<file path="src/rtl/serial_tx_pkg.sv">
// Shared types and line levels for the serial frame transmitter.
// The parity state is always declared; it is only reachable when SERIAL_TX_PARITY_EN is defined.
package serial_tx_pkg;

    typedef enum logic [2:0] {
        IDLE,
        START,
        DATA,
        PARITY,
        STOP
    } tx_state_t;

    localparam logic START_BIT  = 1'b0;
    localparam logic STOP_BIT   = 1'b1;
    localparam logic IDLE_LEVEL = 1'b1;

endpackage

</file>
<file path="src/rtl/serial_bit_timer.sv">
// Bit-period counter: counts 0..CLKS_PER_BIT-1 while enabled and flags the last clock of each bit.
// A synchronous clear re-aligns the count when a new frame is accepted.
module serial_bit_timer #(
    parameter int CLKS_PER_BIT = 4
) (
    input  logic clk,
    input  logic rst,
    input  logic clear,
    input  logic enable,
    output logic bit_end
);

    localparam int CW = (CLKS_PER_BIT > 1) ? $clog2(CLKS_PER_BIT) : 1;
    localparam logic [CW-1:0] LAST = CW'(CLKS_PER_BIT - 1);

    logic [CW-1:0] count;

    assign bit_end = enable && (count == LAST);

    // Wrap explicitly at LAST so non-power-of-two periods never overflow.
    always_ff @(posedge clk) begin
        if (rst || clear) begin
            count <= '0;
        end else if (enable) begin
            count <= (count == LAST) ? '0 : count + 1'b1;
        end
    end

endmodule

</file>
<file path="src/rtl/serial_frame_tx.sv">
// Serial frame transmitter: start bit, DATA_W data bits LSB first, optional even parity, stop bit.
// Define SERIAL_TX_PARITY_EN to compile in the even-parity bit.
module serial_frame_tx
    import serial_tx_pkg::*;
#(
    parameter int DATA_W       = 8,
    parameter int CLKS_PER_BIT = 4
) (
    input  logic              clk,
    input  logic              rst,
    input  logic [DATA_W-1:0] tx_data,
    input  logic              tx_valid,
    output logic              tx_ready,
    output logic              tx_serial,
    output logic              tx_busy,
    output logic              tx_done
);

    localparam int IW = (DATA_W > 1) ? $clog2(DATA_W) : 1;
    localparam logic [IW-1:0] LAST_IDX = IW'(DATA_W - 1);

    tx_state_t         state, state_n;
    logic [DATA_W-1:0] shreg, shreg_n, shifted;
    logic [IW-1:0]     idx, idx_n;
    logic              serial_n;
    logic              done_n;
    logic              accept;
    logic              bit_end;
`ifdef SERIAL_TX_PARITY_EN
    logic              parity, parity_n;
`endif

    assign tx_ready = (state == IDLE);
    assign tx_busy  = (state != IDLE);
    assign accept   = tx_valid && tx_ready;
    assign shifted  = shreg >> 1;

    serial_bit_timer #(
        .CLKS_PER_BIT(CLKS_PER_BIT)
    ) u_timer (
        .clk    (clk),
        .rst    (rst),
        .clear  (accept),
        .enable (tx_busy),
        .bit_end(bit_end)
    );

    // The line value is computed one cycle ahead so tx_serial can be a plain register.
    always_comb begin
        state_n  = state;
        shreg_n  = shreg;
        idx_n    = idx;
        serial_n = tx_serial;
        done_n   = 1'b0;
`ifdef SERIAL_TX_PARITY_EN
        parity_n = parity;
`endif
        case (state)
            IDLE: begin
                serial_n = IDLE_LEVEL;
                if (accept) begin
                    state_n  = START;
                    shreg_n  = tx_data;
                    idx_n    = '0;
                    serial_n = START_BIT;
`ifdef SERIAL_TX_PARITY_EN
                    parity_n = ^tx_data;
`endif
                end
            end
            START: begin
                if (bit_end) begin
                    state_n  = DATA;
                    serial_n = shreg[0];
                end
            end
            DATA: begin
                if (bit_end) begin
                    if (idx == LAST_IDX) begin
`ifdef SERIAL_TX_PARITY_EN
                        state_n  = PARITY;
                        serial_n = parity;
`else
                        state_n  = STOP;
                        serial_n = STOP_BIT;
`endif
                    end else begin
                        idx_n    = idx + 1'b1;
                        shreg_n  = shifted;
                        serial_n = shifted[0];
                    end
                end
            end
`ifdef SERIAL_TX_PARITY_EN
            PARITY: begin
                if (bit_end) begin
                    state_n  = STOP;
                    serial_n = STOP_BIT;
                end
            end
`endif
            STOP: begin
                if (bit_end) begin
                    state_n  = IDLE;
                    serial_n = IDLE_LEVEL;
                    done_n   = 1'b1;
                end
            end
            default: begin
                state_n  = IDLE;
                serial_n = IDLE_LEVEL;
            end
        endcase
    end

    always_ff @(posedge clk) begin
        if (rst) begin
            state     <= IDLE;
            shreg     <= '0;
            idx       <= '0;
            tx_serial <= IDLE_LEVEL;
            tx_done   <= 1'b0;
`ifdef SERIAL_TX_PARITY_EN
            parity    <= 1'b0;
`endif
        end else begin
            state     <= state_n;
            shreg     <= shreg_n;
            idx       <= idx_n;
            tx_serial <= serial_n;
            tx_done   <= done_n;
`ifdef SERIAL_TX_PARITY_EN
            parity    <= parity_n;
`endif
        end
    end

endmodule

</file>
<file path="config.mk">
export PLATFORM = sky130hd
export DESIGN_NAME = serial_frame_tx
export DESIGN_NICKNAME = d
export VERILOG_FILES = /design/src/rtl/serial_tx_pkg.sv /design/src/rtl/serial_bit_timer.sv /design/src/rtl/serial_frame_tx.sv
export SDC_FILE = /design/constraint.sdc
export NUM_CORES = 1
export LEC_CHECK = 0
export CORE_UTILIZATION = 45
export CTS_BUF_LIST = sky130_fd_sc_hd__clkbuf_4 sky130_fd_sc_hd__clkbuf_8
export CTS_CLUSTER_SIZE = 8
export DETAILED_ROUTE_END_ITERATION = 12
export PLACE_DENSITY = 0.73
export SYNTH_ARGS = -nofsm -noshare
export SYNTH_HDL_FRONTEND = slang
export SYNTH_HIERARCHICAL = 1
export SYNTH_SLANG_ARGS = --single-unit
</file>
<file path="constraint.sdc">
create_clock -name clk -period 5.9 [get_ports clk]
set_clock_uncertainty 0.1 [all_clocks]
set_input_delay 1.77 -clock clk [delete_from_list [all_inputs] [get_ports clk]]
set_output_delay 1.77 -clock clk [all_outputs]
set_load 0.01 [all_outputs]
</file>
* Yosys cells after proc, flatten, opt, wreduce, memory -nomap -nowiden
Index checks and enable logic that the tools add are counted.
Storage, ports and cells: flip-flop bits (word level) 18, input port bits 11, word-level logic and storage cells 52, output and inout port bits 4
Operators by class: muxes and demuxes 22, equality and inequality tests 11, add/subtract/negate cells 2, bitwise gates (word level) 1, reductions and logical operators 10
Operators by type and width (number):
- 3-bit 2-to-1 mux | 8
- 8-bit 2-to-1 mux | 3
- 8-bit case mux with 2 select lines | 1
- 3-bit case mux with 4 select lines | 1
- 2-bit != test, second input constant | 5
- 3-bit == test, second input constant | 2
- 1-bit 2-to-1 mux | 6
- 3-bit case mux with 2 select lines | 1
- 5-bit AND reduction | 1
- 1-bit case mux with 4 select lines | 1
- 4-bit AND reduction | 1
- 3-bit by 1-bit adder with 3-bit output, second input constant | 1
- 3-bit by 1-bit == test with 1-bit output, second input constant | 1
- 3-bit by 2-bit == test with 1-bit output, second input constant | 1
- 3-bit logical NOT | 1
- 3-bit AND reduction | 1
- 3-bit nonzero test | 1
- 2-bit by 1-bit adder with 2-bit output, second input constant | 1
- 2-bit == test, second input constant | 1
- 1-bit logical AND | 2
- 2-bit 2-to-1 mux | 1
- 2-bit by 1-bit != test with 1-bit output, second input constant | 1
- 2-bit nonzero test | 1
- 2-bit OR reduction | 1
- other kinds (2) | 2

* Longest topological paths before layout
Gate-level depths: netlist of run 1.
depth in word-level cells 4, depth in mapped cells 10, mapped depth without buffers 5

* By module
Netlist of run 1, hierarchy kept.
By module, submodules not included:
- serial_frame_tx | instances 1, area an instance 954.7 µm², sequential area each 320.3 µm², cells an instance 106
- serial_bit_timer | instances 1, area an instance 101.3 µm², sequential area each 40.0 µm², cells an instance 9

* Worst setup path before layout of run 1
OpenSTA, ideal clock, no wires.
kind register to output, from reg state[1], to out tx_ready, setup slack 2.849 ns, stages on the path, launching flop included 5, path buffers 2, data arrival time 1.181 ns, required time 4.030 ns, cells stage by stage dfxtp_1 buf_6 clkbuf_1 or3_1 inv_1
Between the ends: cells in the longest elaborated chain, start to end 1
Ends and longest elaborated chain:
- from (decl) | RTL line serial_frame_tx.sv:22 | tx_state_t state, state_n;
- from (signal assigned) | RTL line serial_frame_tx.sv:127 | state <= state_n;
- 3-bit logical NOT | RTL line serial_frame_tx.sv:33 | assign tx_ready = (state == IDLE);
- to (decl) | RTL line serial_frame_tx.sv:13 | output logic tx_ready,
Every way passes these cells.

* Worst setup path in the final report of run 1
from reg state[2], to out tx_ready
The elaborated chain is that of the path after synthesis.

==> results of run 1 <==
[through the flow]
stage	util	instance area, µm²	cells	hold slack [ns]
after floorplan	-	1060	115	0.334
after global placement	0.524	1160	145	0.346
after detailed placement	0.524	1160	145	0.358
after CTS	0.540	1190	149	0.375
after global routing	0.540	1190	149	0.390
final	0.540	1190	149	0.375
[per-layer routing]
metal	vias up	track usage	wire, µm
li1	431	-	-
met1	420	0.217	977
met2	18	0.282	929
met3	2	0.0636	95
met4	0	0.0602	16
met5	-	0	0
[cells by family after synthesis]
| kind of cell | count (synthesis) |
|---|---|
| AOI/OAI and AO/OA | 35 |
| xor gates and xnor gates | 1 |
| adders and majority gates | 3 |
| buffers and inverters | 16 |
| DFF | 18 |
| muxes | 13 |
| and+or+nand+nor | 29 |
[critical path, stage by stage, from the launching register on]
cell,delay (ns)
dfxtp_1,0.51
or3_1,0.52
inv_1,0.08
clkdlybuf4s50_1,0.52
[cells in the mapped netlist (4+ instances only)]
master     n  area share
dfxtp_1   18        0.34
buf_2      4       0.019
mux2i_1   13        0.12
clkbuf_1   4       0.014
o21bai_1   8       0.057
o311ai_0   7       0.058
nand2_1    6       0.021
a21oi_1    9       0.043
[layout make-up]
type,count,share of cell area
multi-input cells,81,0.506
flip-flops and latches,18,0.302
repair buffers,15,0.124
clock buffers,4,0.0304
well taps,28,0.0293
inverters,3,0.00942
[power by group through the flow]
stage                     clock (µW)  combinational [µW]  sequential (µW)
after floorplan                    0                25.2              133
after global placement             0                34.2              136
after detailed placement           0                35.0              137
after CTS                       79.4                35.1              134
after global routing            84.9                38.5              135
final                           77.6                34.8              134
[worst paths after layout]
check	end	slack [ns]	cells past startpoint
max reg2reg	idx[2]$_SDFFE_PP0P_	3.61	5
min	idx[2]$_SDFFE_PP0P_	0.38	2
max	tx_ready	2.10	3
min reg2reg	idx[2]$_SDFFE_PP0P_	0.38	2
[sequential cells by signal, summed over array words and instances (netlist names)]
| register | count |
|---|---|
| tx_done | 1 |
| shreg | 8 |
| tx_serial | 1 |
| state | 3 |
| idx | 3 |
| u_timer/count | 2 |
==> impl_metrics.csv, run 1 <==
group,metric,value,unit
run_status,status,"complete, no violations",
drt,vias_per_cell,5.85,
finish,regArea,360,µm²
logic_synthesis,synth-compound-area-share,0.244,
drt,remaining_drc_errors,0,
timing,slew_viol_final,0,
timing,rsz0062_at_grt,"false",
drt,ant_nets,0,
clock_network,cts_tree,"built",
global_route,overflow,0,
global_route,grt_pass1_wl,3370,µm
timing,timing.final.crit_period,3.80,ns
finish,diodes,0,
die,ioPinCount,15,
worst_setup_path,critical_path_arrival,1.93,ns
finish,drive_gt1_frac,0.0744,
placed_design,hpwl,1360,µm
die,die_height,50.4,µm
global_route,grt_max_degree,21,
die,start_util,0.477,
clock_network,cts.clk_slew.worst_paths,0.11,ns
pwr,power_frac_comb,0.142,
die,coreArea,2210,µm²
logic_synthesis,synth_mux_area_frac,0.123,
worst_setup_path,crit_path_start_kind,"flop",
drt,dr.pass1.iters,4,
logic_synthesis,netlist_area,1060,µm²
global_route,antenna_found_initial,0,
global_route,grt_pass1_vias,796,
logic_synthesis,synth.distinct_cells,37,
logic_synthesis,netlist_instances,115,
global_route,grt_usage,0.176,
worst_setup_path,cp-end-kind,"output pin",
pwr,switching_share,0.247,
timing,timing.final.crit_share,0.645,
placed_design,numPortBuffers,14,
die,dieWidth,50.4,µm
timing,setup_viol,0,
logic_synthesis,synth.avg_cell_area,9.18,µm²
pwr,power,246,µW
logic_synthesis,ys_seq_area_frac,0.341,
placed_design,dp_slack,2.36,ns
timing,finalSetupTns,0,ns
pwr,clkPwrFrac,0.315,
logic_synthesis,synth_edf_count,0,
die,die-area,2540,µm²
timing,fin_ws,2.10,ns
finish,layout_commonest_cell,"dfxtp_1",
timing,finalHoldViolations,0,
clock_network,cts_hold_buf,0,
logic_synthesis,synth_nets,129,
finish,multi_input_area,604,µm²
die,num_rows,17,
placed_design,gp_congestion,0.765,
drt,wl_per_cell,13.5,µm
logic_synthesis,yosys_warnings,6,
worst_setup_path,startpoint,"state[2]$_SDFFE_PP0P_",
timing,fmax,0.263,GHz
clock_network,post_cts_buffers,0,
job,drv_cap,0,
hold_path,worstHoldPathType,"flop to flop",
finish,fin_nets,136,
pwr,p_seq_frac,0.543,
clock_network,ctsResizeCount,0,
finish,synthToLayoutAreaGrowth,13.2,%
clock_network,cts_root_buffer,"clkbuf_4",
pwr,p_switching,60.8,µW
drt,vias,871,
worst_setup_path,path_max_fanout,19,
logic_synthesis,ys_async_sr_fraction,0,
clock_network,htreeDepth,1,
logic_synthesis,synthAdderAreaFrac,0.0355,
drt,drt_iter0_drc,15,
worst_setup_path,reg2reg_from,"state[0]$_SDFFE_PP0P_",
clock_network,cts.sinks,18,
worst_setup_path,critPathRequiredTime,4.03,ns
hold_path,hold_start,"idx[2]$_SDFFE_PP0P_",
logic_synthesis,synth_top_family_by_area,"compound AO/OA/AOI/OAI gates",
pwr,cellPowerDensity,206,nW/µm²
worst_setup_path,critPathKind,"flop to output pin",
pwr,vdd_drop_max,0.000177,V
timing,tightest_slew,0.703,ns
pwr,leakage,0.000437,µW
logic_synthesis,synth_flop_cell,"dfxtp_1",
timing,slew_headroom,0.530,
logic_synthesis,synth-seq-cells,18,
clock_network,cts_max_path_buffers,2,
clock_network,clk_latency,0.30,ns
drt,wirelength,2020,µm
clock_network,cts_made_buffers,3,
pwr,internal_power,185,µW
finish,final_cell_mix,"dfxtp_1, clkdlybuf4s50_1, mux2i_1",
logic_synthesis,synthXorXnorAreaFrac,0.00829,
logic_synthesis,synth_simple_gate_area_frac,0.161,
finish,fill_cells,197,
No activity file was read; power rests on OpenSTA's default activity.
==> inputs of run 2 (changes only) <==
PLACE_DENSITY = 0.75   (was 0.73)
clock period = 3.33 ns   (was 5.9 ns; I/O delays follow)
==> impl_metrics.csv, run 2 (same netlist as run 1, synthesis figures left out) <==
group,metric,value,unit
finish,fill_cells,209,
timing,setup_viol,0,
clock_network,cts_max_path_buffers,2,
global_route,antenna_found_initial,0,
timing,finalHoldViolations,0,
pwr,cellPowerDensity,363,nW/µm²
worst_setup_path,rrSetupSlack,1.10,ns
global_route,grt_usage,0.180,
drt,vias,879,
die,dieWidth,50.4,µm
worst_setup_path,cp-end-kind,"output pin",
clock_network,cts.clk_slew.worst_paths,0.11,ns
worst_setup_path,path_cells,"or3_1, inv_1, clkdlybuf4s50_1",
placed_design,hpwl,1450,µm
clock_network,cts_made_buffers,3,
global_route,overflow,0,
die,die_height,50.4,µm
die,start_util,0.477,
drt,wirelength,2000,µm
finish,fin_cells,150,
timing,timing.final.crit_share,0.903,
worst_setup_path,critPathSlowestCell,"clkdlybuf4s50_1",
clock_network,cts_hold_buf,0,
finish,synthToLayoutAreaGrowth,13.9,%
run_status,status,"complete, no violations",
finish,largest_reg_flops,8,
timing,slew_viol_final,0,
timing,slew_headroom,0.595,
die,ioPinCount,15,
placed_design,placed_cells,146,
finish,reg.largest.list,"shreg (8), idx (3), state (3)",
worst_setup_path,path_max_fanout,19,
placed_design,numPortBuffers,14,
finish,largest-register,"shreg",
timing,tightest_slew,0.607,ns
drt,dr.pass1.iters,6,
clock_network,ctsResizeCount,0,
global_route,grt_max_degree,21,
clock_network,cts_root_buffer,"clkbuf_4",
pwr,leakage,0.000442,µW
timing,finalSetupTns,0,ns
finish,final_cell_mix,"dfxtp_1, clkdlybuf4s50_1, mux2i_1",
drt,remaining_drc_errors,0,
hold_path,min_to,"idx[2]$_SDFFE_PP0P_",
worst_setup_path,critical_path_arrival,1.91,ns
die,die-area,2540,µm²
worst_setup_path,slowest_delay,0.53,ns
clock_network,cts.sinks,18,
finish,drive_gt1_frac,0.0820,
job,drv_cap,0,
worst_setup_path,critPathRequiredTime,2.23,ns
hold_path,hold_depth,2,
global_route,grt_pass1_vias,753,
worst_setup_path,reg2reg_depth,5,
timing,fmax,0.332,GHz
worst_setup_path,reg2reg_from,"state[0]$_SDFFE_PP0P_",
drt,vias_per_cell,5.86,
finish,fin_nets,137,
placed_design,gp_congestion,0.837,
drt,wl_per_cell,13.4,µm
timing,rsz0062_at_grt,"false",
clock_network,clk_latency,0.29,ns
worst_setup_path,critPathKind,"flop to output pin",
global_route,grt_pass1_wl,3460,µm
clock_network,post_cts_buffers,0,
hold_path,hold_start,"idx[2]$_SDFFE_PP0P_",
clock_network,cts_tree,"built",
die,coreArea,2210,µm²
die,num_rows,17,
drt,ant_nets,0,
hold_path,worstHoldPathType,"flop to flop",
clock_network,htreeDepth,1,
pwr,vdd_drop_max,0.000256,V
finish,diodes,0,
worst_setup_path,r2r_end,"idx[2]$_SDFFE_PP0P_",
timing,timing.final.crit_period,3.01,ns
drt,drt_iter0_drc,26,
finish,layout_commonest_cell,"dfxtp_1",
worst_setup_path,crit_path_start_kind,"flop",
[run 2: critical path: cells and delay by family, from the launching register on]
kind / cells / cell delay, ns
buffers and inverters: 2 / 0.61
DFF: 1 / 0.49
and+or+nand+nor: 1 / 0.52
[run 2: how the worst max path moves through the flow]
stage	start	endpoint	slack [ns]	depth (start not counted)
3_5_place_dp	state[2]$_SDFFE_PP0P_	tx_ready	0.64	3
4_1_cts	state[2]$_SDFFE_PP0P_	tx_ready	0.30	3
2_1_floorplan	state[1]$_SDFFE_PP0P_	idx[0]$_SDFFE_PP0P_	1.03	10
6_report	state[2]$_SDFFE_PP0P_	tx_ready	0.32	3
3_3_place_gp	state[2]$_SDFFE_PP0P_	tx_ready	0.69	3
5_1_grt	state[2]$_SDFFE_PP0P_	tx_ready	0.16	3
[run 2: where the power goes]
part           internal [µW]  total, µW  switching [µW]
logic                   36.6       63.0            26.4
clock network           66.6        137            70.4
registers                226        237            11.0
[run 2: final cells by class]
type	instances	area, µm²	area share
multi-input cells	81	604	0.503
flip-flops and latches	18	360	0.300
well taps	28	35.0	0.0291
clock buffers	4	36.3	0.0302
repair buffers	16	155	0.129
inverters	3	11.3	0.00937
[run 2: stage by stage]
stage / hold slack (ns) / area, µm² / utilization / setup slack, ns / power, µW
after floorplan: 0.334 / 1060 / - / 1.03 / 281
after global placement: 0.345 / 1170 / 0.527 / 0.685 / 303
after detailed placement: 0.361 / 1170 / 0.527 / 0.641 / 305
after CTS: 0.377 / 1200 / 0.544 / 0.300 / 442
after global routing: 0.406 / 1200 / 0.544 / 0.157 / 463
final: 0.372 / 1200 / 0.544 / 0.322 / 437
[run 2: layer usage]
| metal | global-route usage | part of all wire | vias to the layer above |
|---|---|---|---|
| li1 | - | - | 436 |
| met1 | 0.236 | 0.47 | 419 |
| met2 | 0.289 | 0.48 | 22 |
| met3 | 0.0636 | 0.040 | 2 |
| met4 | 0.0278 | 0.0060 | 0 |
| met5 | 0 | 0 | - |
